==> src/rtl/util_pkg.sv <==
// Shared ROB defaults and the per-entry record used by rob_nway.
package util_pkg;

  localparam int ROB_DEPTH    = 8;
  localparam int ROB_ALLOC_W  = 2;
  localparam int ROB_COMMIT_W = 2;
  localparam int ROB_L_ADDR_W = 6;
  localparam int ROB_P_ADDR_W = 6;

  typedef struct packed {
    logic                    valid;
    logic                    pending;
    logic                    flushed;
    logic                    valid_dest;
    logic                    exception;
    logic [3:0]              cause;
    logic [ROB_L_ADDR_W-1:0] lreg;
    logic [ROB_P_ADDR_W-1:0] preg;
    logic [ROB_P_ADDR_W-1:0] ppreg;
    logic [31:0]             pc;
  } rob_nway_entry_t;

endpackage

==> src/rtl/rob_commit_sel.sv <==
// Picks which head-relative lanes retire this cycle; an unflushed exception
// may only retire alone in lane 0 and blocks everything behind it.
module rob_commit_sel #(
  parameter int COMMIT_W = 2,
  parameter int CNT_W    = 4
) (
  input  logic [COMMIT_W-1:0] valid,
  input  logic [COMMIT_W-1:0] pending,
  input  logic [COMMIT_W-1:0] flushed,
  input  logic [COMMIT_W-1:0] exception,
  output logic [COMMIT_W-1:0] lanes,
  output logic [CNT_W-1:0]    ncommit
);

  logic chain_ok;
  logic exc_live;

  always_comb begin
    lanes    = '0;
    ncommit  = '0;
    chain_ok = 1'b1;
    exc_live = 1'b0;
    for (int i = 0; i < COMMIT_W; i++) begin
      exc_live = exception[i] & ~flushed[i];
      if (chain_ok && valid[i] && (!pending[i] || flushed[i]) && !((i != 0) && exc_live)) begin
        lanes[i] = 1'b1;
        ncommit  = ncommit + CNT_W'(1);
        if (exc_live) chain_ok = 1'b0;
      end else begin
        chain_ok = 1'b0;
      end
    end
  end

endmodule

==> src/rtl/rob_nway.sv <==
// N-wide reorder buffer: multi-lane allocate, multi-port writeback,
// branch-miss flush of younger entries and in-order multi-lane commit.
module rob_nway
  import util_pkg::*;
#(
  parameter int DEPTH    = ROB_DEPTH,
  parameter int ALLOC_W  = ROB_ALLOC_W,
  parameter int COMMIT_W = ROB_COMMIT_W,
  parameter int WB_PORTS = 2,
  parameter int P_ADDR_W = ROB_P_ADDR_W,
  parameter int L_ADDR_W = ROB_L_ADDR_W,
  parameter int IDX_W    = $clog2(DEPTH)
) (
  input  logic                         clk,
  input  logic                         rst_n,
  input  logic [ALLOC_W-1:0]           alloc_valid,
  input  logic [ALLOC_W-1:0]           alloc_valid_dest,
  input  logic [ALLOC_W*L_ADDR_W-1:0]  alloc_lreg,
  input  logic [ALLOC_W*P_ADDR_W-1:0]  alloc_preg,
  input  logic [ALLOC_W*P_ADDR_W-1:0]  alloc_ppreg,
  input  logic [ALLOC_W*32-1:0]        alloc_pc,
  output logic                         alloc_ready,
  output logic [ALLOC_W*IDX_W-1:0]     alloc_ticket,
  output logic [IDX_W:0]               free_count,
  output logic                         is_full,
  output logic                         two_empty,
  input  logic [WB_PORTS-1:0]          wb_valid,
  input  logic [WB_PORTS*IDX_W-1:0]    wb_ticket,
  input  logic [WB_PORTS-1:0]          wb_exception,
  input  logic [WB_PORTS*4-1:0]        wb_cause,
  input  logic                         flush_valid,
  input  logic [IDX_W-1:0]             flush_ticket,
  input  logic                         commit_ready,
  output logic [COMMIT_W-1:0]          commit_valid,
  output logic [COMMIT_W-1:0]          commit_flushed,
  output logic [COMMIT_W-1:0]          commit_valid_dest,
  output logic [COMMIT_W*L_ADDR_W-1:0] commit_lreg,
  output logic [COMMIT_W*P_ADDR_W-1:0] commit_preg,
  output logic [COMMIT_W*P_ADDR_W-1:0] commit_ppreg,
  output logic [COMMIT_W*IDX_W-1:0]    commit_ticket,
  output logic                         exc_valid,
  output logic [3:0]                   exc_cause,
  output logic [31:0]                  exc_pc
);

  localparam int CNT_W = IDX_W + 1;

  rob_nway_entry_t entries [DEPTH];
  rob_nway_entry_t alloc_entry [ALLOC_W];

  logic [IDX_W-1:0]    head;
  logic [IDX_W-1:0]    tail;
  logic [CNT_W-1:0]    count;
  logic [CNT_W-1:0]    nalloc;
  logic [IDX_W-1:0]    next_ticket;
  logic [COMMIT_W-1:0] rot_valid;
  logic [COMMIT_W-1:0] rot_pending;
  logic [COMMIT_W-1:0] rot_flushed;
  logic [COMMIT_W-1:0] rot_exception;
  logic [COMMIT_W-1:0] lanes;
  logic [CNT_W-1:0]    ncommit;
  logic [DEPTH-1:0]    flush_mask;
  logic [IDX_W-1:0]    flush_dist;
  logic [IDX_W-1:0]    entry_dist;
  logic                exc_commit;

  assign free_count  = CNT_W'(DEPTH) - count;
  assign is_full     = (count == CNT_W'(DEPTH));
  assign two_empty   = (free_count >= CNT_W'(2));
  assign alloc_ready = !flush_valid && !exc_valid && (nalloc <= free_count);

  // Tickets are handed out densely: invalid lanes do not consume a slot.
  always_comb begin
    nalloc      = '0;
    next_ticket = tail;
    for (int i = 0; i < ALLOC_W; i++) begin
      alloc_ticket[i*IDX_W +: IDX_W] = next_ticket;
      if (alloc_valid[i]) begin
        next_ticket = next_ticket + IDX_W'(1);
        nalloc      = nalloc + CNT_W'(1);
      end
    end
  end

  always_comb begin
    for (int i = 0; i < ALLOC_W; i++) begin
      alloc_entry[i] = '{valid:      1'b1,
                         pending:    1'b1,
                         flushed:    1'b0,
                         valid_dest: alloc_valid_dest[i],
                         exception:  1'b0,
                         cause:      4'h0,
                         lreg:       alloc_lreg[i*L_ADDR_W +: L_ADDR_W],
                         preg:       alloc_preg[i*P_ADDR_W +: P_ADDR_W],
                         ppreg:      alloc_ppreg[i*P_ADDR_W +: P_ADDR_W],
                         pc:         alloc_pc[i*32 +: 32]};
    end
  end

  for (genvar g = 0; g < COMMIT_W; g++) begin : g_head
    assign rot_valid[g]     = entries[head + IDX_W'(g)].valid;
    assign rot_pending[g]   = entries[head + IDX_W'(g)].pending;
    assign rot_flushed[g]   = entries[head + IDX_W'(g)].flushed;
    assign rot_exception[g] = entries[head + IDX_W'(g)].exception;
    assign commit_valid_dest[g]                 = entries[head + IDX_W'(g)].valid_dest;
    assign commit_lreg[g*L_ADDR_W +: L_ADDR_W]  = entries[head + IDX_W'(g)].lreg;
    assign commit_preg[g*P_ADDR_W +: P_ADDR_W]  = entries[head + IDX_W'(g)].preg;
    assign commit_ppreg[g*P_ADDR_W +: P_ADDR_W] = entries[head + IDX_W'(g)].ppreg;
    assign commit_ticket[g*IDX_W +: IDX_W]      = head + IDX_W'(g);
  end

  rob_commit_sel #(
    .COMMIT_W (COMMIT_W),
    .CNT_W    (CNT_W)
  ) u_commit_sel (
    .valid     (rot_valid),
    .pending   (rot_pending),
    .flushed   (rot_flushed),
    .exception (rot_exception),
    .lanes     (lanes),
    .ncommit   (ncommit)
  );

  assign commit_valid   = lanes;
  assign commit_flushed = lanes & rot_flushed;
  assign exc_commit     = commit_ready & lanes[0] & rot_exception[0] & ~rot_flushed[0];

  // Age is measured as distance from head so the comparison survives wrap.
  always_comb begin
    flush_mask = '0;
    flush_dist = flush_ticket - head;
    entry_dist = '0;
    for (int i = 0; i < DEPTH; i++) begin
      entry_dist    = IDX_W'(i) - head;
      flush_mask[i] = flush_valid & entries[i].valid & (entry_dist > flush_dist);
    end
  end

  always_ff @(posedge clk or negedge rst_n) begin
    if (!rst_n) begin
      for (int i = 0; i < DEPTH; i++) entries[i] <= '0;
      head      <= '0;
      tail      <= '0;
      count     <= '0;
      exc_valid <= 1'b0;
      exc_cause <= 4'h0;
      exc_pc    <= 32'h0;
    end else if (exc_commit) begin
      for (int i = 0; i < DEPTH; i++) begin
        entries[i].valid     <= 1'b0;
        entries[i].pending   <= 1'b0;
        entries[i].flushed   <= 1'b0;
        entries[i].exception <= 1'b0;
      end
      head      <= '0;
      tail      <= '0;
      count     <= '0;
      exc_valid <= 1'b1;
      exc_cause <= entries[head].cause;
      exc_pc    <= entries[head].pc;
    end else begin
      exc_valid <= 1'b0;
      for (int i = 0; i < DEPTH; i++) begin
        if (flush_mask[i]) entries[i].flushed <= 1'b1;
      end
      for (int p = 0; p < WB_PORTS; p++) begin
        if (wb_valid[p] && entries[wb_ticket[p*IDX_W +: IDX_W]].valid &&
            !entries[wb_ticket[p*IDX_W +: IDX_W]].flushed &&
            entries[wb_ticket[p*IDX_W +: IDX_W]].pending) begin
          entries[wb_ticket[p*IDX_W +: IDX_W]].pending   <= 1'b0;
          entries[wb_ticket[p*IDX_W +: IDX_W]].exception <= wb_exception[p];
          entries[wb_ticket[p*IDX_W +: IDX_W]].cause     <= wb_cause[p*4 +: 4];
        end
      end
      if (commit_ready) begin
        for (int i = 0; i < COMMIT_W; i++) begin
          if (lanes[i]) entries[head + IDX_W'(i)].valid <= 1'b0;
        end
      end
      if (alloc_ready) begin
        for (int i = 0; i < ALLOC_W; i++) begin
          if (alloc_valid[i]) entries[alloc_ticket[i*IDX_W +: IDX_W]] <= alloc_entry[i];
        end
      end
      head  <= head + (commit_ready ? ncommit[IDX_W-1:0] : '0);
      tail  <= tail + (alloc_ready ? nalloc[IDX_W-1:0] : '0);
      count <= count + (alloc_ready ? nalloc : '0) - (commit_ready ? ncommit : '0);
    end
  end

endmodule
==> config.mk <==
export PLATFORM = sky130hd
export DESIGN_NAME = rob_nway
export DESIGN_NICKNAME = d
export VERILOG_FILES = /design/src/rtl/util_pkg.sv /design/src/rtl/rob_commit_sel.sv /design/src/rtl/rob_nway.sv
export SDC_FILE = /design/constraint.sdc
export NUM_CORES = 1
export LEC_CHECK = 0
export BUFFER_PORTS_ARGS = -buffer_cell sky130_fd_sc_hd__buf_2
export CAP_MARGIN = 10
export CORE_MARGIN = 2
export CORE_UTILIZATION = 45
export DETAILED_ROUTE_END_ITERATION = 8
export PLACE_DENSITY = 0.6
export RECOVER_POWER = 100
export SLEW_MARGIN = 5
export SYNTH_ARGS = -nofsm -noshare
export SYNTH_HDL_FRONTEND = slang
export SYNTH_SLANG_ARGS = --single-unit
==> constraint.sdc <==
create_clock -name clk -period 7.6 [get_ports clk]
set_clock_uncertainty 0.05 [all_clocks]
set_input_delay 0.38 -clock clk [delete_from_list [all_inputs] [get_ports clk]]
set_output_delay 0.38 -clock clk [all_outputs]
set_load 0.01 [all_outputs]
==> metrics.md <==
| Metric | Value |
|---|---|
| Status | finished, violations left |
| Failing checks | capacitance limit, slew limit |
| Hold Path Class | primary input to flip-flop |
| Fmax | roughly 160 MHz |
| Post-Syn Nets | 3,271 |
| CTS tree | built |
| Hold Slack | roughly 0.06 ns |
| Worst hold stages | 3 |
| Final ANT Viol Nets | 0 |
| Clock transition at path regs | 0.06 ns |
| Worst endpoint required time | roughly 7 ns |
| Clk_lat worst skew | about 0.65 ns |
| Data arrival time of the critical path | 5.90 ns |
| Seq/Total Area, Yosys | a little over two fifths |
| Mean post-synth cell area | 9.813 um2 |
| Max IR drop VDD | roughly 0.33 mV |
| Final setup viols | 0 |
| Vias in the first global route | ~25k |
| CTS Buf Count | 60 |
| EDFF count, synth | 0 |
| Hold_buf cts | 1 |
| Vias | approximately 25k |
| Slew HR | -244.8% |
| Chip width | ~260 um |
| Layout fillers | around 6.2k |
| Slew at the pin closest to its max-slew limit | ~5.2 ns |
| Synth cell types | between 70 and 80 |
| FF-to-FF End | entries[49]$_DFFE_PN0P_ |
| Critical Path Sink Type | output pin |
| IO Pins | between 200 and 250 |
| CORE AREA | about 67,000 um2 |
| Max_cap viols | 16 |
| Root Driver | clkbuf_16 |
| Syn. warnings | 0 |
| Post-Syn Area | a little over 30,000 um2 |
| Final Critical Period | between 6 and 7 ns |
| Drt total wl | roughly 99 mm |
| Total GRT Usage | roughly 28% |
| Fin. Hold Viols | 0 |
| Die Ht | roughly 260 um |
| Initial DRC Count | 2,526 |
| Period utilization | between 80% and 90% |
| Vias per cell | 6.139 |
| PostCTS Resize Cnt | 0 |
| Worst r2r src | tail[0]$_DFF_PN0_ |
| Largest net degree at the start of global routing | approximately 180 |
| DRC | 0 |
| H-tree Lvls | 2 |
| Sum Neg Setup Slack | 0 ns |
| Leakage power | roughly 14 nW |
| Hold Startpoint | wb_exception[0] |
| Slew Viols, Final | around 700 |
| RSZ-0062 raised after global routing | no |
| Critical Path Source Type | flip-flop |
| Nets | ~3.3k |
| Post-CTS setup buffer count | 0 |
| Clk sinks | 519 |
| Worst hold path endpoint | entries[172]$_DFF_PN0_ |
| Post-DP HPWL | ~60 mm |
| Initial antenna violation count | 28 |
| Syn Inst Count | ~3.1k |
| Power per cell area | roughly 490 nW/um2 |
| Crit path kind | flip-flop to output pin |
| Avg WL per Cell | between 20 and 25 um |
| Synth Flop Type | dfrtp_1 |
| Number of core rows | 95 |
| DIE AREA | between 60,000 and 70,000 um2 |
| Asr flop ratio synth | 100.0% |
| Reg2reg path depth | 9 |
| Clock Path Buffers | 3 |
| Crit path max fanout | between 90 and 100 |
| Port bufs | approximately 230 |
| Layout cell share with drive strength beyond 1 | between 10% and 20% |
| Remaining global-route overflow | 0 |
| GP Congestion | 0.9203 |
| #FFs+latches synth | approximately 520 |
| First-pass GRT wire length | roughly 150 mm |
| Area delta synth->final | 10.94% |
| Starting density of the core | a little under half |
| Flop2flop setup slack | ~1.3 ns |
| TritonRoute pass-1 iters | 5 |
[how the worst max path moves through the flow]
stage,startpoint,to,slack [ns],cells after the start
after CTS,head[1]$_DFF_PN0_,count[2]$_DFF_PN0_,2.13,15
after global placement,head[1]$_DFF_PN0_,count[3]$_DFF_PN0_,2.26,15
after floorplan,head[1]$_DFF_PN0_,count[2]$_DFF_PN0_,1.87,19
final,head[1]$_DFF_PN0_,commit_ppreg[9],1.27,9
after detailed placement,head[1]$_DFF_PN0_,count[2]$_DFF_PN0_,2.20,15
after global routing,head[1]$_DFF_PN0_,commit_valid_dest[1],0.94,10
[cell usage after synthesis, drive strengths merged (10+ instances only)]
cell type | instances | area share, %
nor2 | 523 | 6.4
dfrtp | 519 | 43
a21oi | 442 | 7.3
mux2i | 426 | 14
buf | 211 | 2.9
nand2 | 208 | 2.6
clkbuf | 144 | 1.8
mux4 | 138 | 10
a31oi | 72 | 1.5
inv | 40 | 0.49
ha | 35 | 1.4
o21ai | 29 | 0.48
a221oi | 20 | 0.58
nor3 | 20 | 0.33
mux2 | 16 | 0.59
o2bb2ai | 16 | 0.46
nand3 | 15 | 0.25
and3 | 14 | 0.29
o22ai | 14 | 0.29
a22oi | 13 | 0.32
or3 | 11 | 0.23
a211oi | 10 | 0.25
[layout make-up]
class,count,area (um2),share of cell area [%]
multi-input combinational,2188,15950,47.24
sequential,519,13000,38.48
clock buffer,79,1703,5.043
timing repair buffer,272,1389,4.113
tap,873,1092,3.235
clock inverter,34,446.7,1.323
inverter,40,152.6,0.4520
antenna,15,37.54,0.1112
[worst max-delay path, stage by stage (launching register included)]
cell and delay [ns]:
dfrtp_4 0.82, buf_12 0.60, ha_1 0.32, xnor2_2 0.14, inv_2 0.23, clkbuf_1 1.96
mux4_2 0.71, nand2_1 0.09, nand2_1 0.15, clkbuf_1 0.17
[cells by family (layout without fill, tap and decap cells)]
| logic type | after synthesis | in the layout | share of synthesized area (%) |
|---|---|---|---|
| simple gates | 853 | 853 | 11.62 |
| compound gates | 702 | 702 | 13.53 |
| mux | 580 | 580 | 24.81 |
| flops | 519 | 519 | 42.67 |
| buf+inv | 395 | 425 | 5.229 |
| fa+ha+maj | 40 | 40 | 1.768 |
| xor+xnor | 13 | 13 | 0.3741 |
| other cells | 0 | 15 | 0 |
[placed cells by master, fill, tap and decap left out, types with 14 or more instances in the layout]
cell type	n
a31oi_1	72
mux2i_1	426
nand3_1	14
clkbuf_1	104
clkbuf_16	60
buf_2	139
inv_1	37
mux2_2	16
mux4_2	138
o21ai_0	29
and3_1	14
nor2_1	523
diode_2	15
nand2_1	208
o2bb2ai_1	16
clkinv_2	19
a221oi_1	18
nor3_1	20
a21oi_1	441
buf_4	28
dfrtp_1	517
ha_1	34
o22ai_1	14
[sequential cells by signal (all words and copies together), names as in the netlist]
signal     cells
tail           3
exc_cause      4
count          4
exc_valid      1
head           3
entries      472
exc_pc        32
[metrics by stage]
stage / utilization [%] / cell area, um2 / setup WS [ns] / power [mW] / instances
floorplan: - / 30440 / 1.868 / 10.87 / 3102
global placement: 47.50 / 31840 / 2.258 / 13.36 / 3891
detailed placement: 47.50 / 31840 / 2.201 / 13.62 / 3891
CTS: 50.72 / 34000 / 2.133 / 16.81 / 4005
global route: 50.36 / 33760 / 0.9417 / 17.79 / 4018
finish: 50.37 / 33770 / 1.269 / 16.71 / 4020
[layer usage]
metal | part of all wire, % | routed length (um) | global-route usage [%] | vias to the layer above
met4 | 3.2 | 3119 | 11.33 | 24
met5 | 0.14 | 138 | 0 | -
li1 | - | - | - | 11040
met2 | 46 | 45960 | 44.32 | 1012
met3 | 7.9 | 7860 | 6.301 | 229
met1 | 42 | 41830 | 37.72 | 12370
[report_power, final]
part	total, mW	switching [mW]	internal [mW]
logic	8.30	4.74	3.56
clock network	3.14	1.26	1.88
registers	5.27	1.13	4.14
No activity file was read; power rests on OpenSTA's default activity.
